**src/rtl/lsq_ret_buf_pkg.sv**
```systemverilog
// Shared types and constants for the LSQ retire-bundle queue.
// Supplies a default for `LSQSHARE_WIDTH when the surrounding build has not defined it.
`ifndef LSQSHARE_WIDTH
`define LSQSHARE_WIDTH 16
`endif

package lsq_ret_buf_pkg;
    localparam int RET_SLOTS       = 6;
    localparam int EXBITS_PER_SLOT = 4;
    localparam int II_SLOT_W       = 4;
    localparam int II_W            = 6;
    localparam int SHR_DEF_W       = `LSQSHARE_WIDTH;

    // One retire bundle as held in the queue.
    typedef struct packed {
        logic [RET_SLOTS-1:0]                 ret_mask;
        logic [RET_SLOTS-1:0]                 ld_confl;
        logic [RET_SLOTS-1:0]                 wait_confl;
        logic [RET_SLOTS-1:0]                 excpt;
        logic [RET_SLOTS*EXBITS_PER_SLOT-1:0] exbits;
        logic                                 thread;
        logic [II_W-1:0]                      II;
        logic [RET_SLOTS*II_SLOT_W-1:0]       II_slots;
        logic [SHR_DEF_W-1:0]                 shr;
    } ret_bundle_t;
endpackage

```
**src/rtl/lsq_ret_buf_if.sv**
```systemverilog
// Bundle-in / head-out bus of the retire-bundle queue.
// slave: the queue itself; master: the producer/decision-stage side.
interface lsq_ret_buf_if import lsq_ret_buf_pkg::*; #(
    parameter int SHR_W = SHR_DEF_W
);
    logic                                 in_valid;
    logic                                 in_ready;
    logic [RET_SLOTS-1:0]                 in_ret_mask;
    logic [RET_SLOTS-1:0]                 in_ld_confl;
    logic [RET_SLOTS-1:0]                 in_wait_confl;
    logic [RET_SLOTS-1:0]                 in_excpt;
    logic [RET_SLOTS*EXBITS_PER_SLOT-1:0] in_exbits;
    logic                                 in_thread;
    logic [II_W-1:0]                      in_II;
    logic [RET_SLOTS*II_SLOT_W-1:0]       in_II_slots;
    logic [SHR_W-1:0]                     in_shr;

    logic [RET_SLOTS-1:0]                 dataB_ret_mask;
    logic [RET_SLOTS-1:0]                 dataB_ld_confl;
    logic [RET_SLOTS-1:0]                 dataB_wait_confl;
    logic [RET_SLOTS-1:0]                 dataB_excpt;
    logic [RET_SLOTS*EXBITS_PER_SLOT-1:0] dataB_exbits;
    logic                                 dataB_thread;
    logic [II_W-1:0]                      dataB_II;
    logic [II_SLOT_W-1:0]                 dataB_II0, dataB_II1, dataB_II2;
    logic [II_SLOT_W-1:0]                 dataB_II3, dataB_II4, dataB_II5;
    logic [SHR_W-1:0]                     dataB_data_shr;
    logic                                 dataB_ready;
    logic                                 dataB_enOut;

    modport master (
        output in_valid, in_ret_mask, in_ld_confl, in_wait_confl, in_excpt,
               in_exbits, in_thread, in_II, in_II_slots, in_shr, dataB_enOut,
        input  in_ready, dataB_ret_mask, dataB_ld_confl, dataB_wait_confl,
               dataB_excpt, dataB_exbits, dataB_thread, dataB_II, dataB_II0,
               dataB_II1, dataB_II2, dataB_II3, dataB_II4, dataB_II5,
               dataB_data_shr, dataB_ready
    );

    modport slave (
        input  in_valid, in_ret_mask, in_ld_confl, in_wait_confl, in_excpt,
               in_exbits, in_thread, in_II, in_II_slots, in_shr, dataB_enOut,
        output in_ready, dataB_ret_mask, dataB_ld_confl, dataB_wait_confl,
               dataB_excpt, dataB_exbits, dataB_thread, dataB_II, dataB_II0,
               dataB_II1, dataB_II2, dataB_II3, dataB_II4, dataB_II5,
               dataB_data_shr, dataB_ready
    );
endinterface

```
**src/rtl/lsq_ret_buf_ptr.sv**
```systemverilog
// Read/write pointer pair with wrap bit; derives full, empty and occupancy.
module lsq_ret_buf_ptr #(
    parameter  int DEPTH = 8,
    localparam int PTR_W = $clog2(DEPTH) + 1
) (
    input  logic             clk,
    input  logic             rst,
    input  logic             wr_inc,
    input  logic             rd_inc,
    output logic [PTR_W-1:0] wr_ptr,
    output logic [PTR_W-1:0] rd_ptr,
    output logic             full,
    output logic             empty,
    output logic [PTR_W-1:0] count
);
    logic [PTR_W-1:0] wr_ptr_q, wr_ptr_d;
    logic [PTR_W-1:0] rd_ptr_q, rd_ptr_d;

    // Next pointer values; plain binary overflow handles the wrap.
    always_comb begin
        wr_ptr_d = wr_ptr_q;
        rd_ptr_d = rd_ptr_q;
        if (wr_inc) wr_ptr_d = wr_ptr_q + PTR_W'(1);
        if (rd_inc) rd_ptr_d = rd_ptr_q + PTR_W'(1);
    end

    // Pointer registers.
    always_ff @(posedge clk or negedge rst) begin
        if (!rst) begin
            wr_ptr_q <= '0;
            rd_ptr_q <= '0;
        end else begin
            wr_ptr_q <= wr_ptr_d;
            rd_ptr_q <= rd_ptr_d;
        end
    end

    assign wr_ptr = wr_ptr_q;
    assign rd_ptr = rd_ptr_q;
    assign empty  = (wr_ptr_q == rd_ptr_q);
    assign full   = (wr_ptr_q[PTR_W-1] != rd_ptr_q[PTR_W-1]) &&
                    (wr_ptr_q[PTR_W-2:0] == rd_ptr_q[PTR_W-2:0]);
    assign count  = wr_ptr_q - rd_ptr_q;
endmodule

```
**src/rtl/lsq_ret_buf.sv**
```systemverilog
// Retire-bundle queue in front of the LSQ retire-decision stage.
// Holds bundles in II order, presents the head, drops a thread's bundles on exception.
// Optional same-cycle bypass of an empty queue: define LSQ_RETBUF_BYPASS_EN.
module lsq_ret_buf import lsq_ret_buf_pkg::*; #(
    parameter int DEPTH = 8,
    parameter int SHR_W = SHR_DEF_W
) (
    input  logic                  clk,
    input  logic                  rst,
    lsq_ret_buf_if.slave          bus,
    input  logic                  except,
    input  logic                  except_thread,
    output logic [$clog2(DEPTH):0] count
);
    localparam int PTR_W = $clog2(DEPTH) + 1;
    localparam int IDX_W = PTR_W - 1;

    ret_bundle_t      mem_q [DEPTH];
    ret_bundle_t      mem_d [DEPTH];
    logic [DEPTH-1:0] entry_vld_q, entry_vld_d;
    logic [PTR_W-1:0] wr_ptr, rd_ptr;
    logic [IDX_W-1:0] wr_idx, rd_idx;
    logic             full, empty;
    ret_bundle_t      in_b, head_b, out_b;
    logic             push_fire, wr_en, pop_fire, hole_skip, rd_inc;
    logic             flush_in, head_flush, stored_rdy, out_rdy;
`ifdef LSQ_RETBUF_BYPASS_EN
    logic             byp_take, byp_consume;
`endif

    lsq_ret_buf_ptr #(.DEPTH(DEPTH)) u_ptr (
        .clk    (clk),
        .rst    (rst),
        .wr_inc (wr_en),
        .rd_inc (rd_inc),
        .wr_ptr (wr_ptr),
        .rd_ptr (rd_ptr),
        .full   (full),
        .empty  (empty),
        .count  (count)
    );

    assign wr_idx = wr_ptr[IDX_W-1:0];
    assign rd_idx = rd_ptr[IDX_W-1:0];
    assign head_b = mem_q[rd_idx];

    // Pack the incoming bus fields into one bundle.
    always_comb begin
        in_b            = '0;
        in_b.ret_mask   = bus.in_ret_mask;
        in_b.ld_confl   = bus.in_ld_confl;
        in_b.wait_confl = bus.in_wait_confl;
        in_b.excpt      = bus.in_excpt;
        in_b.exbits     = bus.in_exbits;
        in_b.thread     = bus.in_thread;
        in_b.II         = bus.in_II;
        in_b.II_slots   = bus.in_II_slots;
        in_b.shr        = SHR_DEF_W'(bus.in_shr);
    end

    // Handshake decisions; a flush beats any same-cycle push or pop of that thread.
    always_comb begin
        flush_in   = except && (bus.in_thread == except_thread);
        head_flush = except && (head_b.thread == except_thread);
        stored_rdy = !empty && entry_vld_q[rd_idx];
        push_fire  = bus.in_valid && !full;
        pop_fire   = bus.dataB_enOut && stored_rdy && !head_flush;
        hole_skip  = !empty && !entry_vld_q[rd_idx];
        rd_inc     = pop_fire || hole_skip;
        wr_en      = push_fire && !flush_in;
`ifdef LSQ_RETBUF_BYPASS_EN
        // Only holes (or nothing) stored: the offered bundle can go straight out.
        byp_take    = push_fire && !(|entry_vld_q) && !flush_in;
        byp_consume = byp_take && bus.dataB_enOut;
        if (byp_consume) wr_en = 1'b0;
`endif
    end

    // Storage and valid-bit updates: pop clear, thread flush, then the new write.
    always_comb begin
        mem_d       = mem_q;
        entry_vld_d = entry_vld_q;
        if (pop_fire) entry_vld_d[rd_idx] = 1'b0;
        if (except) begin
            for (int i = 0; i < DEPTH; i++) begin
                if (mem_q[i].thread == except_thread) entry_vld_d[i] = 1'b0;
            end
        end
        if (wr_en) begin
            mem_d[wr_idx]       = in_b;
            entry_vld_d[wr_idx] = 1'b1;
        end
    end

    // Valid bits are control state and reset; payload storage does not.
    always_ff @(posedge clk or negedge rst) begin
        if (!rst) entry_vld_q <= '0;
        else      entry_vld_q <= entry_vld_d;
    end

    // Payload storage.
    always_ff @(posedge clk) begin
        for (int i = 0; i < DEPTH; i++) mem_q[i] <= mem_d[i];
    end

    // Head selection; fields read as zero whenever nothing is presented.
    always_comb begin
        out_b   = '0;
        out_rdy = 1'b0;
        if (stored_rdy) begin
            out_b   = head_b;
            out_rdy = 1'b1;
        end
`ifdef LSQ_RETBUF_BYPASS_EN
        else if (byp_take) begin
            out_b   = in_b;
            out_rdy = 1'b1;
        end
`endif
    end

    assign bus.in_ready         = !full;
    assign bus.dataB_ready      = out_rdy;
    assign bus.dataB_ret_mask   = out_b.ret_mask;
    assign bus.dataB_ld_confl   = out_b.ld_confl;
    assign bus.dataB_wait_confl = out_b.wait_confl;
    assign bus.dataB_excpt      = out_b.excpt;
    assign bus.dataB_exbits     = out_b.exbits;
    assign bus.dataB_thread     = out_b.thread;
    assign bus.dataB_II         = out_b.II;
    assign bus.dataB_II0        = out_b.II_slots[0*II_SLOT_W +: II_SLOT_W];
    assign bus.dataB_II1        = out_b.II_slots[1*II_SLOT_W +: II_SLOT_W];
    assign bus.dataB_II2        = out_b.II_slots[2*II_SLOT_W +: II_SLOT_W];
    assign bus.dataB_II3        = out_b.II_slots[3*II_SLOT_W +: II_SLOT_W];
    assign bus.dataB_II4        = out_b.II_slots[4*II_SLOT_W +: II_SLOT_W];
    assign bus.dataB_II5        = out_b.II_slots[5*II_SLOT_W +: II_SLOT_W];
    assign bus.dataB_data_shr   = SHR_W'(out_b.shr);
endmodule

```
**src/flat_wrapper.sv**
```systemverilog
// flat-port wrapper written by rule: the top's interface ports become plain ports
module lsq_ret_buf_flat import lsq_ret_buf_pkg::*;
#(
    parameter int DEPTH = 8,
    parameter int SHR_W = SHR_DEF_W
)
  (clk, rst, except, except_thread, count, bus_in_valid, bus_in_ret_mask, bus_in_ld_confl, bus_in_wait_confl, bus_in_excpt, bus_in_exbits, bus_in_thread, bus_in_II, bus_in_II_slots, bus_in_shr, bus_dataB_enOut, bus_in_ready, bus_dataB_ret_mask, bus_dataB_ld_confl, bus_dataB_wait_confl, bus_dataB_excpt, bus_dataB_exbits, bus_dataB_thread, bus_dataB_II, bus_dataB_II0, bus_dataB_II1, bus_dataB_II2, bus_dataB_II3, bus_dataB_II4, bus_dataB_II5, bus_dataB_data_shr, bus_dataB_ready);
  lsq_ret_buf_if #(.SHR_W(SHR_W)) bus_i ();
  input  logic clk;
  input  logic rst;
  input  logic except;
  input  logic except_thread;
  output logic [$clog2(DEPTH):0] count;
  input wire logic [$bits(bus_i.in_valid)-1:0] bus_in_valid;
  input wire logic [$bits(bus_i.in_ret_mask)-1:0] bus_in_ret_mask;
  input wire logic [$bits(bus_i.in_ld_confl)-1:0] bus_in_ld_confl;
  input wire logic [$bits(bus_i.in_wait_confl)-1:0] bus_in_wait_confl;
  input wire logic [$bits(bus_i.in_excpt)-1:0] bus_in_excpt;
  input wire logic [$bits(bus_i.in_exbits)-1:0] bus_in_exbits;
  input wire logic [$bits(bus_i.in_thread)-1:0] bus_in_thread;
  input wire logic [$bits(bus_i.in_II)-1:0] bus_in_II;
  input wire logic [$bits(bus_i.in_II_slots)-1:0] bus_in_II_slots;
  input wire logic [$bits(bus_i.in_shr)-1:0] bus_in_shr;
  input wire logic [$bits(bus_i.dataB_enOut)-1:0] bus_dataB_enOut;
  output wire logic [$bits(bus_i.in_ready)-1:0] bus_in_ready;
  output wire logic [$bits(bus_i.dataB_ret_mask)-1:0] bus_dataB_ret_mask;
  output wire logic [$bits(bus_i.dataB_ld_confl)-1:0] bus_dataB_ld_confl;
  output wire logic [$bits(bus_i.dataB_wait_confl)-1:0] bus_dataB_wait_confl;
  output wire logic [$bits(bus_i.dataB_excpt)-1:0] bus_dataB_excpt;
  output wire logic [$bits(bus_i.dataB_exbits)-1:0] bus_dataB_exbits;
  output wire logic [$bits(bus_i.dataB_thread)-1:0] bus_dataB_thread;
  output wire logic [$bits(bus_i.dataB_II)-1:0] bus_dataB_II;
  output wire logic [$bits(bus_i.dataB_II0)-1:0] bus_dataB_II0;
  output wire logic [$bits(bus_i.dataB_II1)-1:0] bus_dataB_II1;
  output wire logic [$bits(bus_i.dataB_II2)-1:0] bus_dataB_II2;
  output wire logic [$bits(bus_i.dataB_II3)-1:0] bus_dataB_II3;
  output wire logic [$bits(bus_i.dataB_II4)-1:0] bus_dataB_II4;
  output wire logic [$bits(bus_i.dataB_II5)-1:0] bus_dataB_II5;
  output wire logic [$bits(bus_i.dataB_data_shr)-1:0] bus_dataB_data_shr;
  output wire logic [$bits(bus_i.dataB_ready)-1:0] bus_dataB_ready;
  assign bus_i.in_valid = bus_in_valid;
  assign bus_i.in_ret_mask = bus_in_ret_mask;
  assign bus_i.in_ld_confl = bus_in_ld_confl;
  assign bus_i.in_wait_confl = bus_in_wait_confl;
  assign bus_i.in_excpt = bus_in_excpt;
  assign bus_i.in_exbits = bus_in_exbits;
  assign bus_i.in_thread = bus_in_thread;
  assign bus_i.in_II = bus_in_II;
  assign bus_i.in_II_slots = bus_in_II_slots;
  assign bus_i.in_shr = bus_in_shr;
  assign bus_i.dataB_enOut = bus_dataB_enOut;
  assign bus_in_ready = bus_i.in_ready;
  assign bus_dataB_ret_mask = bus_i.dataB_ret_mask;
  assign bus_dataB_ld_confl = bus_i.dataB_ld_confl;
  assign bus_dataB_wait_confl = bus_i.dataB_wait_confl;
  assign bus_dataB_excpt = bus_i.dataB_excpt;
  assign bus_dataB_exbits = bus_i.dataB_exbits;
  assign bus_dataB_thread = bus_i.dataB_thread;
  assign bus_dataB_II = bus_i.dataB_II;
  assign bus_dataB_II0 = bus_i.dataB_II0;
  assign bus_dataB_II1 = bus_i.dataB_II1;
  assign bus_dataB_II2 = bus_i.dataB_II2;
  assign bus_dataB_II3 = bus_i.dataB_II3;
  assign bus_dataB_II4 = bus_i.dataB_II4;
  assign bus_dataB_II5 = bus_i.dataB_II5;
  assign bus_dataB_data_shr = bus_i.dataB_data_shr;
  assign bus_dataB_ready = bus_i.dataB_ready;
  lsq_ret_buf #(.DEPTH(DEPTH), .SHR_W(SHR_W)) u_core (.clk(clk), .rst(rst), .bus(bus_i), .except(except), .except_thread(except_thread), .count(count));
endmodule
```
**config.mk**
```make
export PLATFORM = sky130hd
export DESIGN_NAME = lsq_ret_buf_flat
export DESIGN_NICKNAME = d
export VERILOG_FILES = /design/src/rtl/lsq_ret_buf_pkg.sv /design/src/rtl/lsq_ret_buf_if.sv /design/src/rtl/lsq_ret_buf_ptr.sv /design/src/rtl/lsq_ret_buf.sv /design/src/flat_wrapper.sv
export SDC_FILE = /design/constraint.sdc
export NUM_CORES = 1
export LEC_CHECK = 0
export ABC_AREA = 0
export BUFFER_PORTS_ARGS = -buffer_cell sky130_fd_sc_hd__buf_2
export CAP_MARGIN = 20
export CORE_MARGIN = 5
export CORE_UTILIZATION = 33
export DETAILED_ROUTE_END_ITERATION = 8
export GPL_TIMING_DRIVEN = 0
export PLACE_DENSITY_LB_ADDON = 0.05
export SLEW_MARGIN = 20
export SYNTH_ARGS = -nofsm -noshare
export SYNTH_HDL_FRONTEND = slang
export SYNTH_SLANG_ARGS = --single-unit
export TNS_END_PERCENT = 30
```
**constraint.sdc**
```tcl
create_clock -name clk -period 20.2 [get_ports clk]
set_input_delay 1.01 -clock clk [delete_from_list [all_inputs] [get_ports clk]]
set_output_delay 1.01 -clock clk [all_outputs]
set_load 0.1 [all_outputs]
```
==> run metrics, run 1 <==
Vias=16900; Die H=302 um; sequential element share of the synthesized area=0.826; CP Class=flip-flop to output pin; final worst setup slack=14.99 ns; setup tns final=0 ns; GRT Util Overall=0.212; Die Wd=302 um; Crit path required time=19.19 ns; setup violators final=0; Fin. Hold Viols=0; post-layout min period=5.21 ns; CP Launch Point=u_core.u_ptr.rd_ptr[0]$_DFFE_PN0P_; syn_area_per_cell=17.8 um^2; CTS clk-pin slew, worst paths=0.06 ns; CTS tree=done; CTS max path bufs=3; final max-slew violation count=0; Initial Util=0.331; clk root buf=clkbuf_16; met1 WL=43.4 mm; Post-synth EDFFs=760; leakage power=11.6 nW; DRC violations left=0; cts hold-fix bufs=0; vias in the first global route=17000; Max Cap Viol=0; global-route wire length before repair=135 mm; Rows=107; synthesis-to-finish area growth=22.6%; clock skew after layout=0.0208 ns; most area-hungry cell type in the Yosys netlist=edfxtp_1; Post-synth top flop=edfxtp_1; design area=34500 um^2; initial drt markers=1602; Worst-Skew Late Latency=0.63 ns; Distinct cells, synth=49; Vias/cell=5.36; core area=84900 um^2; cell count after synthesis=1577; Final nets=2043; slew margin rel.=0.242; buffers and inverters on the worst path=6; CP Capture Type=output pin; Worst Tran Pin Value=1.14 ns; DIE AREA=91100 um^2; Crit path max-delay family=buffers and inverters; RSZ-0062 raised after global routing=false; worst hold slack=0.307 ns; power per cell area=179 nW/um^2; Num CTS Buffers=84; status=completed; syn_nets=1684; Routed Antenna Nets=0; worst flop-to-flop path startpoint=u_core.u_ptr.rd_ptr[1]$_DFFE_PN0P_; commonest non-fill, non-tap cell in the layout=edfxtp_1; Ports=202; Max Clock Freq=192 MHz; dpl ws=15.45 ns; Async S/R FF share, synth=0.0206; Critical Path Max Stage Delay=0.61 ns; Synth Cell Area=28100 um^2; Power Total=6.16 mW; routability cong.=0.795; H-tree levels=3; post-CTS setup buffers=0; area share of the largest cell type after synthesis=0.812; crit share post-route=0.258; first-pass iteration count of the detailed router=5; worst hold path class=primary input to async pin; Resized Gates After CTS=0; pin count of the biggest net entering global routing=20; Slowest-stage cell, CP=clkbuf_1; routed len/inst=31.2 um; VDD IR max=187 uV; synth top area cells=edfxtp_1 81%, o22ai_1 8.1%, or4_1 2.3%, dfrtp_1 1.4%, nor2_1 1.3%; initial antenna violation count=18; Register Area=23200 um^2; Critical Path, Cell by Cell=buf_6 > buf_4 > nand2_2 > buf_4 > buf_2 > clkbuf_1 > o221ai_1 > nor4_1 > buf_2; Total Wirelength=98.3 mm; #FFs+latches synth=776; Setup crit start kind=flip-flop; Post-DP HPWL=64.5 mm; Overflow after GRT=0; Synth warnings=0; port bufs=201; commonest cells after routing, fill and taps aside=760 x edfxtp_1, 364 x o22ai_1, 265 x buf_2; met3 WL post-DR=6.16 mm; highest metal layer with signal wires=met5; Filler cells=7862; multi-input logic area=4380 um^2; arrival time worst endpoint=4.20 ns; Placed Area=31800 um^2; layout cells sized above 1=0.246; CTS Sinks=776; metal2 WL=46.9 mm; worst-path maximum fanout=10
==> worst paths after layout <==
check	endpoint	slack (ns)	cells past startpoint
min in group clk	u_core.u_ptr.wr_ptr[3]$_DFFE_PN0P_	0.53	1
setup reg to reg	u_core.mem_q[669]$_DFFE_PP_	16.04	12
setup / recovery	bus_dataB_exbits[0]	14.99	9
hold reg to reg	u_core.u_ptr.wr_ptr[3]$_DFFE_PN0P_	0.53	1
hold / removal	u_core.entry_vld_q[2]$_DFF_PN0_	0.31	1
max in group asynchronous	u_core.u_ptr.rd_ptr[3]$_DFFE_PN0P_	19.60	1
==> sequential cells by signal (all words and copies together), names as in the netlist <==
name and count:
u_core.entry_vld_q 8, u_core.mem_q 760, u_core.u_ptr.rd_ptr 4, u_core.u_ptr.wr_ptr 4
==> per-layer routing <==
metal | track usage | up-vias
li1 | - | 7321
met2 | 0.346 | 552
met4 | 0.0478 | 10
met5 | 0 | -
met3 | 0.0383 | 118
met1 | 0.299 | 8888
==> metrics by stage <==
stage | cells | util
detailed placement | 2994 | 0.375
floorplan | 1577 | -
global placement | 2922 | 0.360
CTS | 3145 | 0.406
finish | 3150 | 0.406
global route | 3145 | 0.406
==> synth_stat cells (2+ instances only) <==
| master | number |
|---|---|
| or4_1 | 86 |
| buf_6 | 2 |
| nand2_1 | 28 |
| inv_1 | 10 |
| a311oi_1 | 3 |
| nand3_1 | 5 |
| edfxtp_1 | 760 |
| xor2_1 | 3 |
| dfrtp_1 | 16 |
| o22a_1 | 9 |
| o211ai_1 | 3 |
| o22ai_1 | 364 |
| ha_1 | 5 |
| nor2b_1 | 4 |
| mux2i_1 | 5 |
| buf_4 | 9 |
| o21bai_1 | 2 |
| nor4b_1 | 2 |
| nand2_2 | 2 |
| xnor2_1 | 12 |
| o221ai_1 | 9 |
| nor3_1 | 2 |
| buf_1 | 4 |
| a21oi_1 | 2 |
| clkbuf_1 | 26 |
| nor2_1 | 95 |
| nand2b_1 | 5 |
| mux2_2 | 2 |
| nor4_1 | 19 |
| buf_2 | 63 |
| or3_1 | 2 |
==> cell type report <==
class	instances	area share
Tap cell	1144	0.0415
Timing Repair Buffer	273	0.0645
Multi-Input combinational cell	686	0.127
Antenna cell	5	0.000363
Sequential cell	776	0.674
Buffer	105	0.0156
Inverter	10	0.00109
Clock buffer	110	0.0668
Clock inverter	41	0.00900
==> cell families after synthesis <==
| logic type | count (synthesis) | synth area share |
|---|---|---|
| flip-flops | 776 | 0.826 |
| AO/OA/AOI/OAI | 401 | 0.0923 |
| multiplexers | 10 | 0.00472 |
| XOR/XNOR | 15 | 0.00467 |
| buffers and inverters | 115 | 0.0199 |
| adder cells (fa/ha/maj) | 6 | 0.00294 |
| AND/OR/NAND/NOR | 254 | 0.0494 |
==> power breakdown <==
part | switching, mW | internal (mW)
logic | 2.11 | 0.540
registers | 0.0516 | 1.98
clock network | 0.628 | 0.852
==> worst reg2reg max path: stages (launching register included) <==
cell      delay (ns)
dfrtp_1         0.41
buf_2           0.27
inv_1           0.09
ha_1            0.29
and3_1          0.23
a221oi_2        0.51
nand2_1         0.39
nor3_2          0.62
buf_6           0.24
buf_4           0.21
buf_4           0.22
buf_6           0.17
buf_4           0.20
Note: power is estimated with default switching activity, not from simulation.
==> run 2, diff against run 1 <==
--- a/config.mk
+++ b/config.mk
@@ -5,7 +5,7 @@
 export SDC_FILE = /design/constraint.sdc
 export NUM_CORES = 1
 export LEC_CHECK = 0
-export ABC_AREA = 0
+export ABC_AREA = 1
 export BUFFER_PORTS_ARGS = -buffer_cell sky130_fd_sc_hd__buf_2
 export CAP_MARGIN = 20
 export CORE_MARGIN = 5
==> constraint.sdc (replaced) <==
create_clock -name clk -period 5 [get_ports clk]
set_input_delay 0.25 -clock clk [delete_from_list [all_inputs] [get_ports clk]]
set_output_delay 0.25 -clock clk [all_outputs]
set_load 0.1 [all_outputs]
==> run 2 against run 1 <==
Effect of this change: count of clock-buffer cells in the layout shrank 2; die area up 3.5%; sequential power grew to 4.0 times the previous value; area after synthesis grew 3.6%; first-iteration DRC count shrank 26%; via count grew 0.29%; critical endpoint is now bus_dataB_II1[2].
==> run metrics, run 2 <==
RSZ-0062 raised after global routing=false (unchanged); routability cong.=0.719 (was 0.795); Critical Path Max Stage Delay=0.77 ns (was 0.61 ns); cell count after synthesis=1765 (was 1577); area share of the largest cell type after synthesis=0.784 (was 0.812); post-layout min period=4.27 ns; sequential element share of the synthesized area=0.797 (was 0.826); CP Class=flip-flop to output pin (unchanged); commonest non-fill, non-tap cell in the layout=edfxtp_1 (unchanged); Post-synth EDFFs=760 (unchanged); Ports=202 (unchanged); synthesis-to-finish area growth=22.6% (about the same); max reg flops=760 (unchanged); worst-path maximum fanout=10 (unchanged); Power Total=24.2 mW (was 6.16 mW); Synth Cell Area=29100 um^2 (was 28100 um^2); Placed Area=32000 um^2 (was 31800 um^2); Distinct cells, synth=42 (was 49); Initial Util=0.331 (about the same); global-route wire length before repair=128 mm (was 135 mm); crit share post-route=0.853; clk root buf=clkbuf_16 (unchanged); Critical Path, Cell by Cell=buf_4 > nor2_2 > nand2_1 > clkbuf_1 > o22ai_1 > o21bai_1 > nor4_1 > buf_2 (was buf_6 > buf_4 > nand2_2 > buf_4 > buf_2 > clkbuf_1 > o221ai_1 > nor4_1 > buf_2); Routed Antenna Nets=0 (unchanged); Max Clock Freq=234 MHz; Rows=109 (was 107); Overflow after GRT=0 (unchanged); clock skew after layout=0.0179 ns (was 0.0208 ns); Switching Power=10.7 mW (was 2.79 mW); synth top area cells=edfxtp_1 78%, o22ai_1 5.0%, or2_2 2.9%, nor2_1 1.4%, dfrtp_1 1.4% (was edfxtp_1 81%, o22ai_1 8.1%, or4_1 2.3%, dfrtp_1 1.4%, nor2_1 1.3%); setup violators final=0 (unchanged); final worst setup slack=0.733 ns (was 14.99 ns); Synth warnings=0 (unchanged); initial drt markers=1191 (was 1602); CTS max path bufs=3 (unchanged); final core occ=0.406 (about the same); Cells after DPL=3147 (was 2994); initial antenna violation count=11 (was 18); #FFs+latches synth=776 (unchanged); Pint=13.6 mW (was 3.37 mW); Vias=16900 (about the same); Post-synth top flop=edfxtp_1 (unchanged); arrival time worst endpoint=4.02 ns (was 4.20 ns); layout cells sized above 1=0.266 (was 0.246); Worst Tran Pin Value=0.986 ns (was 1.14 ns); most common cell in the netlist=edfxtp_1 (unchanged); design area=35700 um^2 (was 34500 um^2); Slowest-stage cell, CP=clkbuf_1 (unchanged); leakage power=12.0 nW (was 11.6 nW); flop-to-flop setup slack=1.70 ns (was 16.04 ns); H-tree levels=3 (unchanged); Layout Cells excl Fill=3401 (was 3150); worst hold path class=primary input to async pin (unchanged); Setup crit start kind=flip-flop (unchanged); Reg power frac=0.338 (was 0.329); syn_area_per_cell=16.5 um^2 (was 17.8 um^2); GRT Util Overall=0.188 (was 0.212); routed len/inst=26.5 um (was 31.2 um); first-pass iteration count of the detailed router=5 (unchanged); vias in the first global route=17000 (about the same); Async S/R FF share, synth=0.0206 (unchanged); DIE AREA=94300 um^2 (was 91100 um^2); power per cell area=679 nW/um^2 (was 179 nW/um^2); CTS clk-pin slew, worst paths=0.06 ns (about the same); CTS tree=done (unchanged); biggest registers after layout=u_core.mem_q: 760 flops, u_core.entry_vld_q: 8 flops (unchanged); CTS Sinks=776 (unchanged); Die H=307 um (was 302 um); Crit path required time=4.75 ns (was 19.19 ns); pin count of the biggest net entering global routing=70 (was 20); Resized Gates After CTS=0 (unchanged); CP Capture Type=output pin (unchanged); setup tns final=0 ns (unchanged); Worst-Skew Late Latency=0.64 ns (was 0.63 ns); Sw Share=0.440 (was 0.453); register name with the most flops=u_core.mem_q (unchanged); syn_nets=1872 (was 1684); Post-DP HPWL=54.5 mm (was 64.5 mm); Fin. Hold Viols=0 (unchanged); VDD IR max=582 uV (was 187 uV); Clk pwr share=0.253 (was 0.240); DRC violations left=0 (unchanged); slew margin rel.=0.343 (was 0.242); dpl ws=1.30 ns (was 15.45 ns); core area=88000 um^2 (was 84900 um^2); Post-synth top cells=760 x edfxtp_1, 231 x o22ai_1, 137 x or2_2 (was 760 x edfxtp_1, 364 x o22ai_1, 95 x nor2_1); most area-hungry cell type in the Yosys netlist=edfxtp_1 (unchanged); Die Wd=307 um (was 302 um); Num CTS Buffers=87 (was 84); Logic pwr share=0.409 (was 0.431); commonest cells after routing, fill and taps aside=760 x edfxtp_1, 251 x buf_2, 231 x o22ai_1 (was 760 x edfxtp_1, 364 x o22ai_1, 265 x buf_2); worst hold slack=0.0794 ns (was 0.307 ns); Max Cap Viol=0 (unchanged); status=completed (unchanged); Total Wirelength=90.1 mm (was 98.3 mm); final max-slew violation count=0 (unchanged); Vias/cell=4.98 (was 5.36); port bufs=200 (was 201); Final nets=2275 (was 2043)
==> run 2: changes by cell type in the layout (fill, tap and decap cells not counted), sizes merged, moves of 20 or more <==
cell,change
nor2,+20
buf,-56
or2,+144
nor3,+46
o22ai,-133
inv,+31
or4,-86
o22a,+25
dlygate4sd3,+97
nand2,+81
nand4,+28
o211ai,+39
==> run 2: layout make-up <==
| class | count | area [um^2] |
|---|---|---|
| inverters | 41 | 210 |
| fillers | 8129 | 52300 |
| multi-input cells | 852 | 5200 |
| clock inverters | 43 | 415 |
| repair buffers | 314 | 2330 |
| plain buffers | 96 | 561 |
| well taps | 1165 | 1460 |
| diodes | 6 | 15.0 |
| clock buffers | 108 | 2300 |
| flip-flops and latches | 776 | 23200 |
==> run 2: cell families (layout without fill, tap and decap cells) <==
family / count (synthesis) / after routing / share of synthesized area
xor gates and xnor gates: 9 / 9 / 0.00271
DFF: 776 / 776 / 0.797
AOI/OAI and AO/OA: 320 / 320 / 0.0741
and+or+nand+nor: 517 / 517 / 0.0984
buffers and inverters: 137 / 602 / 0.0245
other: 0 / 6 / 0
adders and majority gates: 6 / 6 / 0.00284
==> run 2: routing by layer <==
| layer | global-route usage | vias to the layer above | routed length (um) |
|---|---|---|---|
| met5 | 0 | - | 41 |
| met1 | 0.260 | 8698 | 40400 |
| met3 | 0.0294 | 112 | 3900 |
| met2 | 0.314 | 383 | 43800 |
| li1 | - | 7739 | - |
| met4 | 0.0467 | 6 | 1890 |
==> run 2: repair_timing <==
item,CTS,global route
hold endpoints to repair,777,0
hold buffers,97,0
setup buffers,0,0
==> run 2: final timing paths <==
check | from | end | cells after the start
max | u_core.u_ptr.rd_ptr[1]$_DFFE_PN0P_ | bus_dataB_II1[2] | 8
min | rst | u_core.u_ptr.rd_ptr[3]$_DFFE_PN0P_ | 2
max reg2reg | u_core.u_ptr.rd_ptr[1]$_DFFE_PN0P_ | u_core.mem_q[106]$_DFFE_PP_ | 11
min reg2reg | u_core.u_ptr.wr_ptr[3]$_DFFE_PN0P_ | u_core.u_ptr.wr_ptr[3]$_DFFE_PN0P_ | 1
max in group asynchronous | rst | u_core.u_ptr.wr_ptr[3]$_DFFE_PN0P_ | 2
min in group clk | except_thread | u_core.u_ptr.wr_ptr[2]$_DFFE_PN0P_ | 5
==> run 2: power groups by stage <==
stage,Combinational (mW),Clock [mW],Sequential (mW)
global placement,9.91,0,8.47
finish,9.91,6.13,8.19
detailed placement,10.1,0,8.32
global route,10.5,6.60,8.24
CTS,10.1,6.28,8.19
floorplan,6.93,0,8.33
==> run 2: worst max-delay path, delay by kind of cell, from the launching register on <==
| kind | cells | cell delay, ns |
|---|---|---|
| AOI/OAI and AO/OA | 2 | 0.35 |
| DFF | 1 | 0.42 |
| buffers and inverters | 3 | 1.57 |
| and+or+nand+nor | 3 | 1.04 |
==> run 3, diff against run 2 <==
--- a/config.mk
+++ b/config.mk
@@ -12,7 +12,8 @@
 export CORE_UTILIZATION = 33
 export DETAILED_ROUTE_END_ITERATION = 8
 export GPL_TIMING_DRIVEN = 0
-export PLACE_DENSITY_LB_ADDON = 0.05
+export PLACE_DENSITY = 0.52
+export SETUP_SLACK_MARGIN = 0.05
 export SLEW_MARGIN = 20
 export SYNTH_ARGS = -nofsm -noshare
 export SYNTH_HDL_FRONTEND = slang
==> constraint.sdc (replaced) <==
create_clock -name clk -period 4.6 [get_ports clk]
set_input_delay 0.23 -clock clk [delete_from_list [all_inputs] [get_ports clk]]
set_output_delay 0.23 -clock clk [all_outputs]
set_load 0.1 [all_outputs]
==> run 3 against run 2 <==
Effect of this change: sequential share of layout area up 0.26 points; critical endpoint is now bus_dataB_data_shr[2]; highest routed layer unchanged; count of clock-buffer cells in the layout is 6 higher; design area is 0.39% lower; core utilization is 0.16 points lower.
==> run metrics, run 3 (synthesis results as in run 2) <==
worst hold path class=primary input to async pin (unchanged); Final nets=2270 (was 2275); clock skew after layout=0.0108 ns (was 0.0179 ns); global-route wire length before repair=123 mm (was 128 mm); final max-slew violation count=0 (unchanged); Routed Antenna Nets=0 (unchanged); clk root buf=clkbuf_16 (unchanged); commonest non-fill, non-tap cell in the layout=edfxtp_1 (unchanged); post-layout min period=4.28 ns; Rows=109 (unchanged); DIE AREA=94300 um^2 (unchanged); Max Cap Viol=0 (unchanged); status=completed (unchanged); H-tree levels=3 (unchanged); RSZ-0062 raised after global routing=false (unchanged); Fin. Hold Viols=0 (unchanged); max reg flops=760 (unchanged); commonest cells after routing, fill and taps aside=760 x edfxtp_1, 251 x buf_2, 231 x o22ai_1 (unchanged); core area=88000 um^2 (unchanged); setup tns final=0 ns (unchanged); slew margin rel.=0.240 (was 0.343); Filler cells=8053 (was 8129); Worst-Skew Late Latency=0.62 ns (was 0.64 ns); Post-DP HPWL=53.7 mm (was 54.5 mm); register name with the most flops=u_core.mem_q (unchanged); Initial Util=0.331 (unchanged); routed len/inst=25.4 um (was 26.5 um); Cells after DPL=3147 (unchanged); Resized Gates After CTS=0 (unchanged); Max Clock Freq=234 MHz; leakage power=12.0 nW (about the same); DRC violations left=0 (unchanged); layout cells sized above 1=0.262 (was 0.266); first-pass iteration count of the detailed router=5 (unchanged); CTS clk-pin slew, worst paths=0.06 ns (about the same); Total Wirelength=86.3 mm (was 90.1 mm); VDD IR max=526 uV (was 582 uV); vias in the first global route=17600 (was 17000); post-CTS setup buffers=0 (unchanged); Vias=17300 (was 16900); Setup crit start kind=flip-flop (unchanged); CTS max path bufs=3 (unchanged); arrival time worst endpoint=4.05 ns (was 4.02 ns); Die H=307 um (unchanged); initial drt markers=1403 (was 1191); CTS Sinks=776 (unchanged); Overflow after GRT=0 (unchanged); dpl ws=0.973 ns (was 1.30 ns); crit share post-route=0.930; synthesis-to-finish area growth=22.1% (was 22.6%); cts hold-fix bufs=97 (unchanged); power per cell area=730 nW/um^2 (was 679 nW/um^2); GRT Util Overall=0.178 (was 0.188); Worst Tran Pin Value=1.14 ns (was 0.986 ns); CTS tree=done (unchanged); setup violators final=0 (unchanged); Ports=202 (unchanged); biggest registers after layout=u_core.mem_q: 760 flops, u_core.entry_vld_q: 8 flops (unchanged); CP Capture Type=output pin (unchanged); initial antenna violation count=6 (was 11); worst-path maximum fanout=10 (unchanged); Vias/cell=5.09 (was 4.98); routability cong.=0.789 (was 0.719); port bufs=200 (unchanged); Die Wd=307 um (unchanged); pin count of the biggest net entering global routing=69 (was 70); Layout Cells excl Fill=3399 (was 3401); CP Class=flip-flop to output pin (unchanged); Num CTS Buffers=82 (was 87); Crit path required time=4.37 ns (was 4.75 ns); final worst setup slack=0.324 ns (was 0.733 ns)
run 3: cell types whose count changed in the layout (fill, tap and decap cells not counted), moves of 3 or more:
cell / change
clkbuf_1: +12
clkbuf_16: -5
clkinvlp_4: -3
diode_2: -3
run 3: area by class of cell:
| class | count | area, um^2 | area share |
|---|---|---|---|
| sequential | 776 | 23200 | 0.653 |
| multi-input combinational | 852 | 5220 | 0.147 |
| timing repair buffer | 314 | 2340 | 0.0658 |
| clock buffer | 114 | 2210 | 0.0623 |
| tap | 1165 | 1460 | 0.0410 |
| buffer | 96 | 559 | 0.0157 |
| clock inverter | 38 | 333 | 0.00936 |
| inverter | 41 | 210 | 0.00591 |
| antenna | 3 | 7.51 | 0.000211 |
run 3: report_power, final:
part	switching (mW)	internal [mW]	total (mW)	leakage [nW]
Combinational	8.56	2.19	10.7	3.66
Clock	2.66	3.65	6.32	1.24
Sequential	0.220	8.69	8.91	7.08
Total	11.4	14.5	26.0	12.0
run 3: final timing paths:
kind	startpoint	end	slack (ns)	cells after the start
min in group clk	bus_dataB_enOut	u_core.entry_vld_q[6]$_DFF_PN0_	0.15	6
max reg2reg	u_core.u_ptr.rd_ptr[1]$_DFFE_PN0P_	u_core.mem_q[156]$_DFFE_PP_	1.46	11
min	rst	u_core.u_ptr.wr_ptr[1]$_DFFE_PN0P_	0.09	2
max in group asynchronous	rst	u_core.u_ptr.rd_ptr[3]$_DFFE_PN0P_	4.22	2
max	u_core.u_ptr.rd_ptr[1]$_DFFE_PN0P_	bus_dataB_data_shr[2]	0.32	8
min reg2reg	u_core.u_ptr.wr_ptr[3]$_DFFE_PN0P_	u_core.u_ptr.wr_ptr[3]$_DFFE_PN0P_	0.49	1
run 3: through the flow:
stage / hold WS [ns] / cell area [um^2] / utilization / power (mW)
after floorplan: -0.0656 / 29200 / - / 16.6
after global placement: 0.175 / 31600 / 0.359 / 19.8
after detailed placement: 0.178 / 32000 / 0.364 / 19.9
after CTS: 0.0726 / 35600 / 0.404 / 26.3
after global routing: 0.112 / 35600 / 0.404 / 27.0
final: 0.0875 / 35600 / 0.404 / 26.0
run 3: critical path, cell delays in order (launching register included):
cell     delay, ns
dfrtp_1       0.42
buf_4         0.22
nor2_2        0.08
nand2_1       0.24
buf_2         0.45
buf_2         0.43
o22ai_1       0.14
nor4_1        0.84
buf_2         0.58
run 3: per-layer routing:
layer  vias to the layer above  GRT usage  share of wire
met3                       115     0.0382          0.061
met4                         4     0.0468          0.021
met1                      8908      0.238           0.43
li1                       7708          -              -
met5                         -          0        0.00031
met2                       551      0.299           0.49
